===== src/rtl/matrix_delay_line_pkg.sv =====
// Shared types and helpers for the programmable matrix delay line.
package matrix_delay_pkg;

    typedef enum logic {
        FILL,
        RUN
    } dl_state_t;

    // Map a requested delay onto the supported range 1..max_delay.
    function automatic logic [31:0] clamp_delay(input logic [31:0] value,
                                                input logic [31:0] max_delay);
        if (value == 32'd0) begin
            return 32'd1;
        end
        if (value > max_delay) begin
            return max_delay;
        end
        return value;
    endfunction

endpackage


===== src/rtl/matrix_delay_line_dl_ring_ram.sv =====
// Register ring of MAX_DELAY entries, each a flattened matrix plus a valid bit.
// One write port, one asynchronous read port, and a strobe that clears every valid bit.
module dl_ring_ram
    import matrix_delay_pkg::*;
#(
    parameter int unsigned MAX_DELAY = 8,
    parameter int unsigned WIDTH     = 8,
    parameter int unsigned R         = 2,
    parameter int unsigned C         = 2,
    localparam int unsigned AW       = (MAX_DELAY > 1) ? $clog2(MAX_DELAY) : 1
) (
    input  logic                             clk,
    input  logic                             rst,
    input  logic                             we,
    input  logic [AW-1:0]                    waddr,
    input  logic                             wvalid,
    input  logic [R-1:0][C-1:0][WIDTH-1:0]   wdata,
    input  logic [AW-1:0]                    raddr,
    output logic                             rvalid,
    output logic [R-1:0][C-1:0][WIDTH-1:0]   rdata,
    input  logic                             clr
);

    localparam int unsigned EW = R * C * WIDTH + 1;

    logic [EW-1:0] mem_q [MAX_DELAY];
    logic [EW-1:0] mem_d [MAX_DELAY];

    // A write in the same cycle as a clear survives: it is the first sample of the new epoch.
    always_comb begin
        for (int unsigned i = 0; i < MAX_DELAY; i++) begin
            mem_d[i] = mem_q[i];
            if (clr) begin
                mem_d[i][EW-1] = 1'b0;
            end
            if (we && (waddr == AW'(i))) begin
                mem_d[i] = {wvalid, wdata};
            end
        end
    end

    always_ff @(posedge clk or posedge rst) begin
        if (rst) begin
            for (int unsigned i = 0; i < MAX_DELAY; i++) begin
                mem_q[i] <= '0;
            end
        end else begin
            for (int unsigned i = 0; i < MAX_DELAY; i++) begin
                mem_q[i] <= mem_d[i];
            end
        end
    end

    assign {rvalid, rdata} = mem_q[raddr];

endmodule


===== src/rtl/matrix_delay_line.sv =====
// Runtime-programmable delay line for an R x C matrix with valid, stall and reconfigure/flush.
// Optional build macro MATRIX_DELAY_LINE_CNT_EN adds a saturating vld_count output.
module matrix_delay_line
    import matrix_delay_pkg::*;
#(
    parameter int unsigned MAX_DELAY = 8,
    parameter int unsigned WIDTH     = 8,
    parameter int unsigned R         = 2,
    parameter int unsigned C         = 2,
    localparam int unsigned DW       = $clog2(MAX_DELAY + 1)
) (
    input  logic                             clk,
    input  logic                             rst,
    input  logic                             en,
    input  logic                             cfg_load,
    input  logic [DW-1:0]                    cfg_delay,
    output logic                             busy,
    input  logic                             in_valid,
    input  logic [R-1:0][C-1:0][WIDTH-1:0]   a,
    output logic                             out_valid,
    output logic [R-1:0][C-1:0][WIDTH-1:0]   c
`ifdef MATRIX_DELAY_LINE_CNT_EN
    ,
    output logic [31:0]                      vld_count
`endif
);

    localparam int unsigned AW = (MAX_DELAY > 1) ? $clog2(MAX_DELAY) : 1;
    localparam int unsigned SW = AW + 1;

    typedef logic [R-1:0][C-1:0][WIDTH-1:0] mat_t;

    logic [DW-1:0] delay_q, delay_d;
    logic [DW-1:0] cnt_q, cnt_d;
    logic [AW-1:0] wptr_q, wptr_d;
    dl_state_t     state_q, state_d;
    logic          out_valid_q, out_valid_d;
    mat_t          c_q, c_d;

    logic [DW-1:0] load_delay;
    logic [SW-1:0] rd_sum;
    logic [AW-1:0] rd_idx;
    logic          rd_valid;
    mat_t          rd_data;

    assign load_delay = DW'(clamp_delay(32'(cfg_delay), MAX_DELAY));

    // Read slot (wptr - D + 1) mod MAX_DELAY, kept non-negative by adding MAX_DELAY first.
    always_comb begin
        rd_sum = {1'b0, wptr_q} + SW'(MAX_DELAY + 1 - 32'(delay_q));
        if (rd_sum >= SW'(MAX_DELAY)) begin
            rd_sum = rd_sum - SW'(MAX_DELAY);
        end
        rd_idx = rd_sum[AW-1:0];
    end

    dl_ring_ram #(
        .MAX_DELAY (MAX_DELAY),
        .WIDTH     (WIDTH),
        .R         (R),
        .C         (C)
    ) u_ring (
        .clk    (clk),
        .rst    (rst),
        .we     (en),
        .waddr  (wptr_q),
        .wvalid (in_valid),
        .wdata  (a),
        .raddr  (rd_idx),
        .rvalid (rd_valid),
        .rdata  (rd_data),
        .clr    (cfg_load)
    );

    always_comb begin
        delay_d = delay_q;
        wptr_d  = wptr_q;
        if (cfg_load) begin
            delay_d = load_delay;
        end
        if (en) begin
            wptr_d = (wptr_q == AW'(MAX_DELAY - 1)) ? '0 : wptr_q + AW'(1);
        end
    end

    always_comb begin
        state_d = state_q;
        cnt_d   = cnt_q;
        if (cfg_load) begin
            state_d = FILL;
            cnt_d   = load_delay;
        end else if ((state_q == FILL) && en) begin
            if (cnt_q == DW'(1)) begin
                state_d = RUN;
            end else begin
                cnt_d = cnt_q - DW'(1);
            end
        end
    end

    // With D=1 the read slot is the one being written this cycle, so forward the input.
    always_comb begin
        c_d         = c_q;
        out_valid_d = out_valid_q;
        if (en) begin
            if (delay_q == DW'(1)) begin
                c_d         = a;
                out_valid_d = in_valid;
            end else begin
                c_d         = rd_data;
                out_valid_d = rd_valid;
            end
        end
        if (cfg_load) begin
            out_valid_d = 1'b0;
        end
    end

    always_ff @(posedge clk or posedge rst) begin
        if (rst) begin
            delay_q     <= DW'(1);
            cnt_q       <= DW'(1);
            wptr_q      <= '0;
            state_q     <= FILL;
            out_valid_q <= 1'b0;
            c_q         <= '0;
        end else begin
            delay_q     <= delay_d;
            cnt_q       <= cnt_d;
            wptr_q      <= wptr_d;
            state_q     <= state_d;
            out_valid_q <= out_valid_d;
            c_q         <= c_d;
        end
    end

    assign busy      = (state_q == FILL);
    assign out_valid = out_valid_q;
    assign c         = c_q;

`ifdef MATRIX_DELAY_LINE_CNT_EN
    logic [31:0] vld_count_q, vld_count_d;

    always_comb begin
        vld_count_d = vld_count_q;
        if (cfg_load) begin
            vld_count_d = '0;
        end else if (en && out_valid_q && (vld_count_q != '1)) begin
            vld_count_d = vld_count_q + 32'd1;
        end
    end

    always_ff @(posedge clk or posedge rst) begin
        if (rst) begin
            vld_count_q <= '0;
        end else begin
            vld_count_q <= vld_count_d;
        end
    end

    assign vld_count = vld_count_q;
`endif

endmodule

===== config.mk =====
export PLATFORM = sky130hd
export DESIGN_NAME = matrix_delay_line
export DESIGN_NICKNAME = d
export VERILOG_FILES = /design/src/rtl/matrix_delay_line_pkg.sv /design/src/rtl/matrix_delay_line_dl_ring_ram.sv /design/src/rtl/matrix_delay_line.sv
export SDC_FILE = /design/constraint.sdc
export NUM_CORES = 1
export LEC_CHECK = 0
export CAP_MARGIN = 0
export CORE_ASPECT_RATIO = 0.9
export CORE_MARGIN = 8
export CORE_UTILIZATION = 54
export DETAILED_ROUTE_END_ITERATION = 10
export PLACE_DENSITY = 0.81
export SLEW_MARGIN = 20
export SYNTH_ARGS = -nofsm -noshare
export SYNTH_HDL_FRONTEND = slang
export SYNTH_SLANG_ARGS = --single-unit

===== constraint.sdc =====
create_clock -name clk -period 10.25 [get_ports clk]
set_clock_uncertainty 0.2 [all_clocks]
set_input_delay 2.05 -clock clk [delete_from_list [all_inputs] [get_ports clk]]
set_output_delay 2.05 -clock clk [all_outputs]
set_load 0.02 [all_outputs]

Yosys cells after proc, flatten, opt, wreduce, memory -nomap -nowiden
Cells that the tools add are included.
{ "word_totals": {"reg_bits": 309, "latch_bits": 0, "mem_bits_rw": 0, "romBits": 0, "inputBits": 41, "output_inout_bits": 34, "elab_cells": 100, "memories": 0} }
{ "classes": {"addsub": 5, "mul": 0, "div_mod_pow": 0, "order_cmp": 3, "eq_ne": 10, "shifts": 0, "mux": 31, "n_bitwise": 2, "reduce_logical": 24} }
{ "ops": {"columns": ["cell", "count"], "rows": [
  ["2-to-1 mux 33 bit", 10],
  ["binary-select mux 33 bit (select 3 bit)", 1],
  ["2-to-1 mux 32 bit", 1],
  ["2-to-1 mux 4 bit", 7],
  ["nonzero test 2 bit", 11],
  ["== test 3 bit, second input constant", 4],
  ["2-to-1 mux 1 bit", 10],
  ["logical AND 1 bit", 9],
  ["== test 4 x 1 -> 1 bit, second input constant", 2],
  ["greater-or-equal comparator 4 bit, second input constant", 2],
  ["== test 3 x 2 -> 1 bit, second input constant", 2],
  ["2-to-1 mux 3 bit", 2],
  ["adder 3 x 4 -> 4 bit", 1],
  ["> comparator 4 bit, second input constant", 1],
  ["zero test 4 bit", 1],
  ["NOT 3 -> 4 bit", 1],
  ["AND reduction 2 bit", 2],
  ["subtractor 4 x 1 -> 4 bit, second input constant", 1],
  ["subtractor 4 bit, first input constant", 1],
  ["adder 3 x 1 -> 3 bit, second input constant", 1],
  ["== test 3 x 1 -> 1 bit, second input constant", 1],
  ["zero test 3 bit", 1],
  ["subtractor 3 x 1 -> 3 bit, second input constant", 1],
  ["inequality test 2 bit, second input constant", 1],
  ["NOT 1 bit", 1]
]} }

Logic depth before layout (Yosys ltp)
Gate-level depths: netlist of the first run.
{ "logic_depth": {"word_depth": 11, "depth_mapped": 9, "ltp_nobuf": 8} }

By module
From an unflattened synthesis of the first run, not the netlist that was laid out.
{ "unflattened": {"cells_unflattened": 905, "hier_area_um2": 14138.6} }
{ "modules_own_cells": {"columns": ["module", "instances", "cells_per_inst", "area_per_inst_um2", "seq_area_each_um2"], "rows": [
  ["dl_ring_ram", 1, 693, 11883.9, 6606.3],
  ["matrix_delay_line", 1, 212, 2254.7, 1128.6]
]} }

Least setup slack after synthesis of the first run
OpenSTA, ideal clock, no wires.
{ "synth_path": {"path_type": "input port to flip-flop", "start": "in en", "end": "reg u_ring.mem_q[107] in the netlist's numbering", "setup_time_ns": 0.125, "t_arrival_ns": 2.980, "required_time_ns": 9.925, "setup_slack_ns": 6.946, "stages": 4, "path_buffers": 2, "path_cell_list": "buf_2 -> nand3_1 -> buf_2 -> mux2_2"} }
{ "synth_via": {"elab_chain_cells": 1} }
{ "synth_lines": {"columns": ["item", "line_no", "rtl"], "rows": [
  ["from (decl)", "matrix_delay_line.sv:14", "input logic en,"],
  ["logical AND 1 bit", "matrix_delay_line_dl_ring_ram.sv:36", "if (we && (waddr == AW'(i))) begin"],
  ["to (signal, indexed assignment)", "matrix_delay_line_dl_ring_ram.sv:49", "mem_q[i] <= mem_d[i];"],
  ["to (decl)", "matrix_delay_line_dl_ring_ram.sv:26", "logic [EW-1:0] mem_q [MAX_DELAY];"]
]} }
Every way passes these cells.
A chain may end at the register's enable or synchronous reset.

==> run_results.csv, run 1 <==
group,metric,value,unit
synth,syn_inst,908,
floorplanning,core-area,25300,um^2
finish,fin_cells,1332,
finish,diodes,0,
routing,drtPass1Iterations,4,
power_and_ir_drop,p_switching,1610,uW
grt,grt_busiest_layer,"met2",
synth,ys_seq_area_share,55.6,%
finish,drive_gt1_share,40.6,%
grt,grt_overflow,0,
synth,yosys.cell_types.count,34,
clock_tree,cts-buffers-inserted,30,
clock_tree,post_cts_buffers,0,
grt,grt_pass1_wl,46.9,mm
worst_setup_path,r2r_start,"wptr_q[1]$_DFFE_PP0P_",
synth,ys_top_cells_by_area,"dfrtp_1, mux2_2, mux4_2",
synth,ys_ff_latch,309,
floorplanning,die_x,185,um
grt,first_global_vias,8479,
power_and_ir_drop,clockPowerShare,21.1,%
timing,period_minus_slack,4.00,ns
floorplanning,die_h,168,um
worst_setup_path,crit_type,"primary input to asynchronous set/reset pin",
grt,antenna_found_initial,0,
synth,ys.flop_type,"dfrtp_1",
floorplanning,io_pins,75,
synth,netlist.area_leader.share,55.3,%
timing,worst_pin_slew,1.12,ns
clock_tree,cts_tree,"built",
routing,drc_errors,0,
routing,dr.first_iter.drc_count,520,
synth,synthAdderAreaFrac,0.990,%
hold_path,holdCritStartpoint,"u_ring.mem_q[25]$_DFFE_PP0P_",
place,gp_congestion,0.719,
place,port_buffers,74,
timing,rsz0062_at_grt,"no",
timing,fmax,250,MHz
power_and_ir_drop,combPwrFrac,39.2,%
clock_tree,clk_latency,0.54,ns
synth,synth_xor_area_share,0.495,%
worst_setup_path,crit_required,10.67,ns
finish,n_fill_cell,1854,
clock_tree,clock_path_buffers,3,
grt,grt_start_max_net_pins,168,
synth,synth-compound-area-share,3.12,%
floorplanning,start_util,55.0,%
synth,synth.avg_cell_area,15.3,um^2
worst_setup_path,cp.arrival,4.43,ns
clock_tree,htree_levels,1,
synth,synth.largest_area_cell,"dfrtp_1",
grt,gr-usage-all-layers,18.8,%
synth,synth_simple_gate_area_share,3.11,%
timing,finalSetupViolations,0,
place,hpwl,16.3,mm
routing,routed_via_density,5.92,
routing,wl_per_cell,21.6,um
grt,met2_usage,30.7,%
timing,maxSlewHeadroom,25.4,%
worst_setup_path,cp_max_fo,55,
timing,period_share,39.1,%
timing,finalHoldViolCount,0,
worst_setup_path,start_kind,"primary input",
grt,use_met3,2.78,%
synth,syn_area,13900,um^2
finish,nNetsFinal,1020,
synth,yosysWarnings,0,
routing,finalWirelength,28.8,mm
run_status,status,"completed",
power_and_ir_drop,intPower,3690,uW
clock_tree,path_clk_slew,0.06,ns
synth,synth_edf_count,0,
clock_tree,cts_resized,0,
worst_setup_path,critPathLaunch,"rst",
synth,async_flop_share,100,%
job,max_cap_violations,0,
power_and_ir_drop,power_density,332,nW/um^2
timing,fin_tns_setup,0,ns
floorplanning,row_count,55,
power_and_ir_drop,p_seq_share,39.7,%
synth,synth_top_family_by_area,"multiplexers",
routing,route.vias.total,7884,
hold_path,hold_class,"flip-flop to flip-flop",
clock_tree,root_buffer,"clkbuf_16",
power_and_ir_drop,p_sw_share,30.3,%
clock_tree,clock-sinks,309,
floorplanning,die_area,31100,um^2
worst_setup_path,end_kind,"asynchronous set/reset pin",
power_and_ir_drop,p_leak,0.00685,uW
place,dp_cells,1278,
routing,ant_nets,0,
synth,muxShareOfSynthArea,34.1,%
clock_tree,postCtsHoldBufs,0,
synth,mappedNetlistNets,960,
timing,slew_violations,0,
power_and_ir_drop,vdd_ir_drop_max,0.193,mV
grt,grtUsageMet1,27.0,%
finish,areaGrowthSynthToFinish,14.6,%
-- cells in the final DEF (no fill, tap or decap), types with 2 or more instances in the layout --
cell type        instances
dfrtp_1                307
mux2i_1                 35
mux4_2                  66
clkinv_2                 5
ha_1                     9
nand3b_1                10
a21oi_1                 36
clkbuf_8                 9
dfstp_2                  2
nand3_2                  3
clkbuf_16               31
bufinv_16                2
o21ai_0                 19
mux2_2                 258
clkinvlp_4               3
nand2b_1                 2
o21ai_1                 29
ha_4                     2
nand3_1                  2
nor2_1                   6
clkdlybuf4s50_1         73
nand2_2                  2
buf_4                   10
nand2_4                  3
clkbuf_1                 5
inv_1                   12
nor2b_1                 34
-- layer usage --
metal  share of wire (%)  vias to the layer above
met3                 4.5                       30
li1                    -                     3470
met4                 1.3                        0
met1                  45                     4223
met5                   0                        -
met2                  49                      161
-- worst max-delay path, cell delays in order --
cell,delay [ns]
clkdlybuf4s50_1,0.44
clkinvlp_4,0.56
buf_4,0.67
buf_4,0.64
-- final cells by class --
type | count | area, um^2 | area share [%]
inverter | 13 | 52.6 | 0.330
timing repair buffer | 84 | 826 | 5.18
multi-input combinational | 530 | 5870 | 36.9
clock inverter | 9 | 100 | 0.628
sequential | 309 | 7730 | 48.5
tap | 342 | 428 | 2.69
clock buffer | 45 | 918 | 5.76
-- cell families (layout without fill, tap and decap cells) --
logic type               Yosys count  count (layout)
XOR/XNOR                           4               4
multiplexers                     359             359
flip-flops                       309             309
buffers and inverters             69             151
AND/OR/NAND/NOR                   70              70
adder cells (fa/ha/maj)           11              11
AO/OA/AOI/OAI                     86              86
-- registers in the layout (all words and copies together) (netlist names) --
signal        count
delay_q           4
wptr_q            3
cnt_q             4
state_q           1
u_ring.mem_q    264
c                32
out_valid         1
-- per-stage QoR --
step	util, %	cell area, um^2	power [uW]	hold slack [ns]	setup slack, ns
6_report	63.1	15900	5300	0.301	6.25
2_1_floorplan	-	13900	3680	0.271	3.89
5_1_grt	63.1	15900	5600	0.306	5.88
3_5_place_dp	59.0	14900	4210	0.287	5.19
3_3_place_gp	59.0	14900	4110	0.281	5.29
4_1_cts	63.0	15900	5340	0.301	5.78
-- power groups by stage --
stage                     Combinational (uW)  Clock, uW  Sequential [uW]
after floorplan                         1600          0             2080
after global placement                  2030          0             2080
after detailed placement                2100          0             2110
after CTS                               2110       1140             2100
after global routing                    2240       1190             2170
final                                   2080       1120             2100
-- cell usage after synthesis (5+ instances only) --
cell and count:
dfrtp_1 307, mux2_2 258, mux4_2 66, a21oi_1 36
buf_2 35, mux2i_1 35, nor2b_1 34, o21ai_1 29
o21ai_0 19, clkbuf_1 14, inv_1 13, ha_1 11
nand3b_1 10, buf_6 6, nor2_1 6, nand3_1 5
-- final timing paths --
path	cells past startpoint	slack (ns)	to
worst max-delay path	4	6.25	u_ring.mem_q[155]$_DFFE_PP0P_
worst min-delay path	1	0.30	u_ring.mem_q[25]$_DFFE_PP0P_
worst max register to register	8	6.97	c[25]$_DFFE_PP0P_
worst min register to register	1	0.30	u_ring.mem_q[25]$_DFFE_PP0P_
max in group clk	4	6.25	u_ring.mem_q[202]$_DFFE_PP0P_
min in group asynchronous	2	1.81	u_ring.mem_q[194]$_DFFE_PP0P_
Note: power is estimated with default switching activity, not from simulation.
==> run 2: changes to the inputs <==
CORE_UTILIZATION = 60   (was 54)
PLACE_DENSITY = 0.85   (was 0.81)
clock period = 3.7 ns   (was 10.25 ns; I/O delays follow)
==> run 2 against run 1 <==
  * Largest power group is now combinational cells
  * Die area down 9.1%
  * Total power increased to 2.8 times the previous value
  * Largest cell class unchanged
  * Sequential share of layout area shrank 0.44 points
  * Critical endpoint is now c[14]$_DFFE_PP0P_
  * Cell count shrank 1.4%
  * Worst setup slack worse by 5.3 ns
  * First-iteration DRC count is 12% higher
  * Critical path depth is 4 higher
  * Utilization up 6.6 points
  * Sequential power increased to 2.8 times the previous value
  * Clock power grew to 2.7 times the previous value
==> run_results.csv, run 2 (same netlist as run 1, synthesis figures left out) <==
group,metric,value,unit
hold_path,hold_class,"flip-flop to flip-flop",
timing,rsz0062_at_grt,"no",
floorplanning,io_pins,75,
worst_setup_path,crit_required,3.90,ns
clock_tree,postCtsHoldBufs,0,
floorplanning,die_x,176,um
timing,period_share,75.3,%
timing,finalSetupViolations,0,
place,gp_congestion,0.794,
routing,drtPass1Iterations,5,
finish,fin_util,69.7,%
finish,fin_cells,1313,
power_and_ir_drop,p_leak,0.00693,uW
grt,grt_busiest_layer,"met2",
routing,routed_via_density,6.12,
clock_tree,clock-sinks,309,
finish,layout_common_cells,"dfrtp_1, mux2_2, clkdlybuf4s50_1, mux4_2, a21oi_1",
worst_setup_path,r2r_cells,8,
place,dp_cells,1258,
clock_tree,cts_resized,0,
grt,grt_start_max_net_pins,68,
finish,finalInstanceArea,16100,um^2
routing,drc_errors,0,
floorplanning,row_count,53,
clock_tree,clk_latency,0.56,ns
worst_setup_path,end_kind,"flip-flop",
worst_setup_path,crit_type,"flip-flop to flip-flop",
timing,setup_ws,0.915,ns
timing,period_minus_slack,2.79,ns
routing,finalWirelength,30.2,mm
place,placed_cell_area,15100,um^2
finish,areaGrowthSynthToFinish,15.7,%
place,port_buffers,74,
clock_tree,clock_path_buffers,3,
finish,drive_gt1_share,42.0,%
timing,fmax,359,MHz
place,hpwl,18.6,mm
worst_setup_path,cp.arrival,2.99,ns
timing,worst_pin_slew,0.730,ns
clock_tree,cts_tree,"built",
finish,n_fill_cell,1500,
clock_tree,root_buffer,"clkbuf_16",
worst_setup_path,start_kind,"flip-flop",
grt,gr-usage-all-layers,21.5,%
clock_tree,post_cts_buffers,0,
finish,nNetsFinal,1040,
floorplanning,die_area,28300,um^2
power_and_ir_drop,vdd_ir_drop_max,0.534,mV
floorplanning,die_h,160,um
grt,grt_pass1_wl,48.7,mm
clock_tree,htree_levels,1,
finish,largest_reg_flops,264,
floorplanning,start_util,60.2,%
timing,finalHoldViolCount,0,
routing,wl_per_cell,23.0,um
timing,slew_violations,0,
grt,use_met3,3.47,%
grt,grt_overflow,0,
run_status,status,"completed",
routing,route.vias.total,8036,
place,dp_slack,0.890,ns
clock_tree,path_clk_slew,0.07,ns
grt,antenna_found_initial,1,
grt,met2_usage,35.4,%
routing,ant_nets,0,
power_and_ir_drop,power_density,921,nW/um^2
worst_setup_path,cp_max_fo,22,
finish,final_common_cell,"dfrtp_1",
job,max_cap_violations,0,
timing,maxSlewHeadroom,51.4,%
power_and_ir_drop,p_total,14800,uW
finish,top_register,"u_ring.mem_q",
floorplanning,core-area,23100,um^2
routing,dr.first_iter.drc_count,581,
hold_path,hold_depth,1,
clock_tree,cts-buffers-inserted,30,
grt,grtUsageMet1,29.8,%
grt,first_global_vias,8715,
run 2: cell count changes in the layout (fill, tap and decap cells not counted), moves of 2 or more:
cell | before | now
buf_12 | 1 | 9
buf_4 | 10 | 21
clkbuf_1 | 5 | 3
clkbuf_8 | 9 | 6
clkinv_2 | 5 | 8
clkinvlp_4 | 3 | 5
nand2_2 | 2 | 5
nand2_4 | 3 | 0
run 2: path summary, 6_finish.rpt:
kind	endpoint	slack (ns)	startpoint
worst max-delay path	c[14]$_DFFE_PP0P_	0.91	wptr_q[1]$_DFFE_PP0P_
worst min-delay path	u_ring.mem_q[52]$_DFFE_PP0P_	0.30	u_ring.mem_q[52]$_DFFE_PP0P_
worst max register to register	c[14]$_DFFE_PP0P_	0.91	wptr_q[1]$_DFFE_PP0P_
worst min register to register	u_ring.mem_q[52]$_DFFE_PP0P_	0.30	u_ring.mem_q[52]$_DFFE_PP0P_
max in group asynchronous	c[9]$_DFFE_PP0P_	1.94	rst
min in group asynchronous	u_ring.mem_q[30]$_DFFE_PP0P_	0.45	rst
run 2: metrics by stage:
stage	TNS [ns]	hold slack [ns]
6_report	0	0.300
5_1_grt	0	0.315
4_1_cts	0	0.302
3_5_place_dp	0	0.288
3_3_place_gp	0	0.282
2_1_floorplan	-415.34	0.271
run 2: area by class of cell:
type,instances,area [um^2],area share (%)
Antenna cell,1,2.50,0.0156
Inverter,13,52.6,0.327
Timing Repair Buffer,104,1070,6.68
Multi-Input combinational cell,530,5860,36.4
Clock inverter,14,109,0.677
Tap cell,302,378,2.35
Clock buffer,40,870,5.41
Sequential cell,309,7730,48.1
run 2: power breakdown:
part	internal (uW)	switching, uW	total [uW]
sequential	5010	873	5880
clock	1710	1290	3000
combinational	3500	2430	5930
run 2: routing by layer:
layer,wire [um],up-vias
met5,13,-
met4,503,2
met3,1430,45
met2,14900,190
met1,13400,4278
li1,-,3521
run 2: critical path, stage by stage (launching register included):
cell	delay [ns]
dfrtp_1	0.37
inv_1	0.10
ha_1	0.28
inv_1	0.06
ha_4	0.54
buf_4	0.31
mux4_2	0.54
mux2i_1	0.14
o21ai_1	0.08
==> run 3: changes to the inputs <==
CORE_UTILIZATION = 54   (was 60)
PLACE_DENSITY = 0.81   (was 0.85)
clock period = 2.3 ns   (was 3.7 ns; I/O delays follow)
==> run 3 against run 2 <==
  * The run now ends with setup timing left
  * Worst setup slack worse by 1.0 ns
  * Clock power up 62%
  * Utilization down 2.9 points
  * Sequential cell count unchanged
  * Sequential share of layout area down 2.2 points
  * Sequential power up 61%
  * Largest power group unchanged
  * Highest routed layer unchanged
==> run_results.csv, run 3 (same netlist as run 1, synthesis figures left out) <==
group,metric,value,unit
finish,top_register,"u_ring.mem_q",
clock_tree,clock_path_buffers,3,
routing,dr.first_iter.drc_count,589,
hold_path,hold_class,"primary input to flip-flop",
floorplanning,die_h,168,um
timing,maxSlewHeadroom,64.7,%
clock_tree,path_clk_slew,0.07,ns
timing,period_share,104,%
clock_tree,postCtsHoldBufs,0,
worst_setup_path,crit_required,2.52,ns
grt,grt_start_max_net_pins,94,
routing,drc_errors,0,
timing,hold_ws,0.169,ns
clock_tree,htree_levels,1,
timing,period_minus_slack,2.38,ns
place,placed_cell_area,15500,um^2
grt,antenna_found_initial,1,
routing,route.vias.total,8201,
floorplanning,die_x,185,um
timing,rsz0062_at_grt,"yes",
finish,diodes,0,
grt,gr-usage-all-layers,20.7,%
timing,finalHoldViolCount,0,
finish,layout_common_cells,"dfrtp_1, mux2_2, clkdlybuf4s50_1, mux4_2, a21oi_1",
floorplanning,start_util,55.0,%
place,dp_slack,-0.0850,ns
worst_setup_path,crit_type,"flip-flop to flip-flop",
worst_setup_path,start_kind,"flip-flop",
clock_tree,root_buffer,"clkbuf_16",
power_and_ir_drop,p_leak,0.00732,uW
routing,wl_per_cell,22.9,um
run_status,failed_checks,"setup timing",
run_status,status,"finished, violations left",
clock_tree,cts_tree,"built",
routing,finalWirelength,32.0,mm
worst_setup_path,cpMaxStageDelayCell,"dfrtp_1",
worst_setup_path,end_kind,"flip-flop",
clock_tree,clock-sinks,309,
finish,drive_gt1_share,45.0,%
grt,first_global_vias,8887,
floorplanning,core-area,25300,um^2
place,hpwl,19.1,mm
finish,fin_cells,1397,
grt,grt_overflow,0,
finish,fin_util,66.8,%
timing,worst_pin_slew,0.528,ns
job,max_cap_violations,0,
finish,final_common_cell,"dfrtp_1",
worst_setup_path,cp_max_fo,8,
floorplanning,io_pins,75,
worst_setup_path,regToRegSetupSlack,-0.08,ns
worst_setup_path,crit_path_max_incr_delay,0.43,ns
finish,finalInstanceArea,16900,um^2
finish,areaGrowthSynthToFinish,21.3,%
power_and_ir_drop,power_density,1500,nW/um^2
timing,fmax,420,MHz
timing,setup_ws,-0.0827,ns
timing,slew_violations,0,
place,port_buffers,74,
routing,routed_via_density,5.87,
clock_tree,clk_latency,0.55,ns
clock_tree,cts-buffers-inserted,30,
worst_setup_path,cp.arrival,2.60,ns
timing,finalSetupViolations,26,
floorplanning,die_area,31100,um^2
routing,drtPass1Iterations,4,
place,dp_cells,1324,
place,gp_congestion,0.728,
power_and_ir_drop,vdd_ir_drop_max,0.777,mV
finish,nNetsFinal,1084,
grt,grt_pass1_wl,50.8,mm
routing,ant_nets,0,
finish,largest_reg_flops,264,
worst_setup_path,critical_path.cell_chain,"ha_4 -> inv_2 -> ha_4 -> buf_12 -> buf_6 -> buf_6 -> mux4_2 -> mux2i_1 -> o21ai_1",
floorplanning,row_count,55,
[run 3: power by group]
group	internal, uW	switching [uW]	leakage [uW]
Combinational	6710	4310	0.00308
Clock	2770	2090	0.000484
Sequential	8050	1380	0.00376
Total	17500	7780	0.00732
[run 3: worst paths after layout]
kind	end	cells past startpoint	start
max	c[16]$_DFFE_PP0P_	9	delay_q[1]$_DFFE_PP0P_
min	wptr_q[0]$_DFFE_PP0P_	3	en
max reg2reg	c[16]$_DFFE_PP0P_	9	delay_q[1]$_DFFE_PP0P_
min reg2reg	u_ring.mem_q[162]$_DFFE_PP0P_	1	u_ring.mem_q[162]$_DFFE_PP0P_
max in group asynchronous	c[0]$_DFFE_PP0P_	3	rst
min in group asynchronous	u_ring.mem_q[47]$_DFFE_PP0P_	3	rst
[run 3: routing by layer]
layer  up-vias  track usage, %  routed length (um)
met4         4            3.76                 448
met2       195            33.4               15600
met5         -               0                  27
met3        47            4.26                1680
met1      4353            29.2               14300
li1       3602               -                   -
[run 3: metrics by stage]
stage          power [uW]  TNS [ns]
4_1_cts             25200     -1.15
2_1_floorplan       16400   -761.42
3_3_place_gp        19100   -0.0186
5_1_grt             26700     -3.42
6_report            25300    -0.952
3_5_place_dp        19500    -0.901
[run 3: cell type report]
| cell class | count | area, um^2 |
|---|---|---|
| Timing Repair Buffer | 148 | 1780 |
| Multi-Input combinational cell | 530 | 5890 |
| Sequential cell | 309 | 7730 |
| Clock buffer | 41 | 873 |
| Tap cell | 342 | 428 |
| Clock inverter | 14 | 106 |
| Inverter | 13 | 52.6 |
| Fill cell | 1719 | 8390 |
[run 3: timing repair]
item                       4_1_cts  5_1_grt
pin swaps                        3        5
resized for setup                9       12
buffers inserted                 8        6
gates cloned                     4        2
setup endpoints to repair       31       36
[run 3: worst max-delay path: cells and delay by family (launching register included)]
| family | cells | cell delay [ns] |
|---|---|---|
| AO/OA/AOI/OAI | 1 | 0.10 |
| buffers and inverters | 4 | 0.42 |
| flip-flops | 1 | 0.43 |
| multiplexers | 2 | 0.47 |
| adder cells (fa/ha/maj) | 2 | 0.65 |
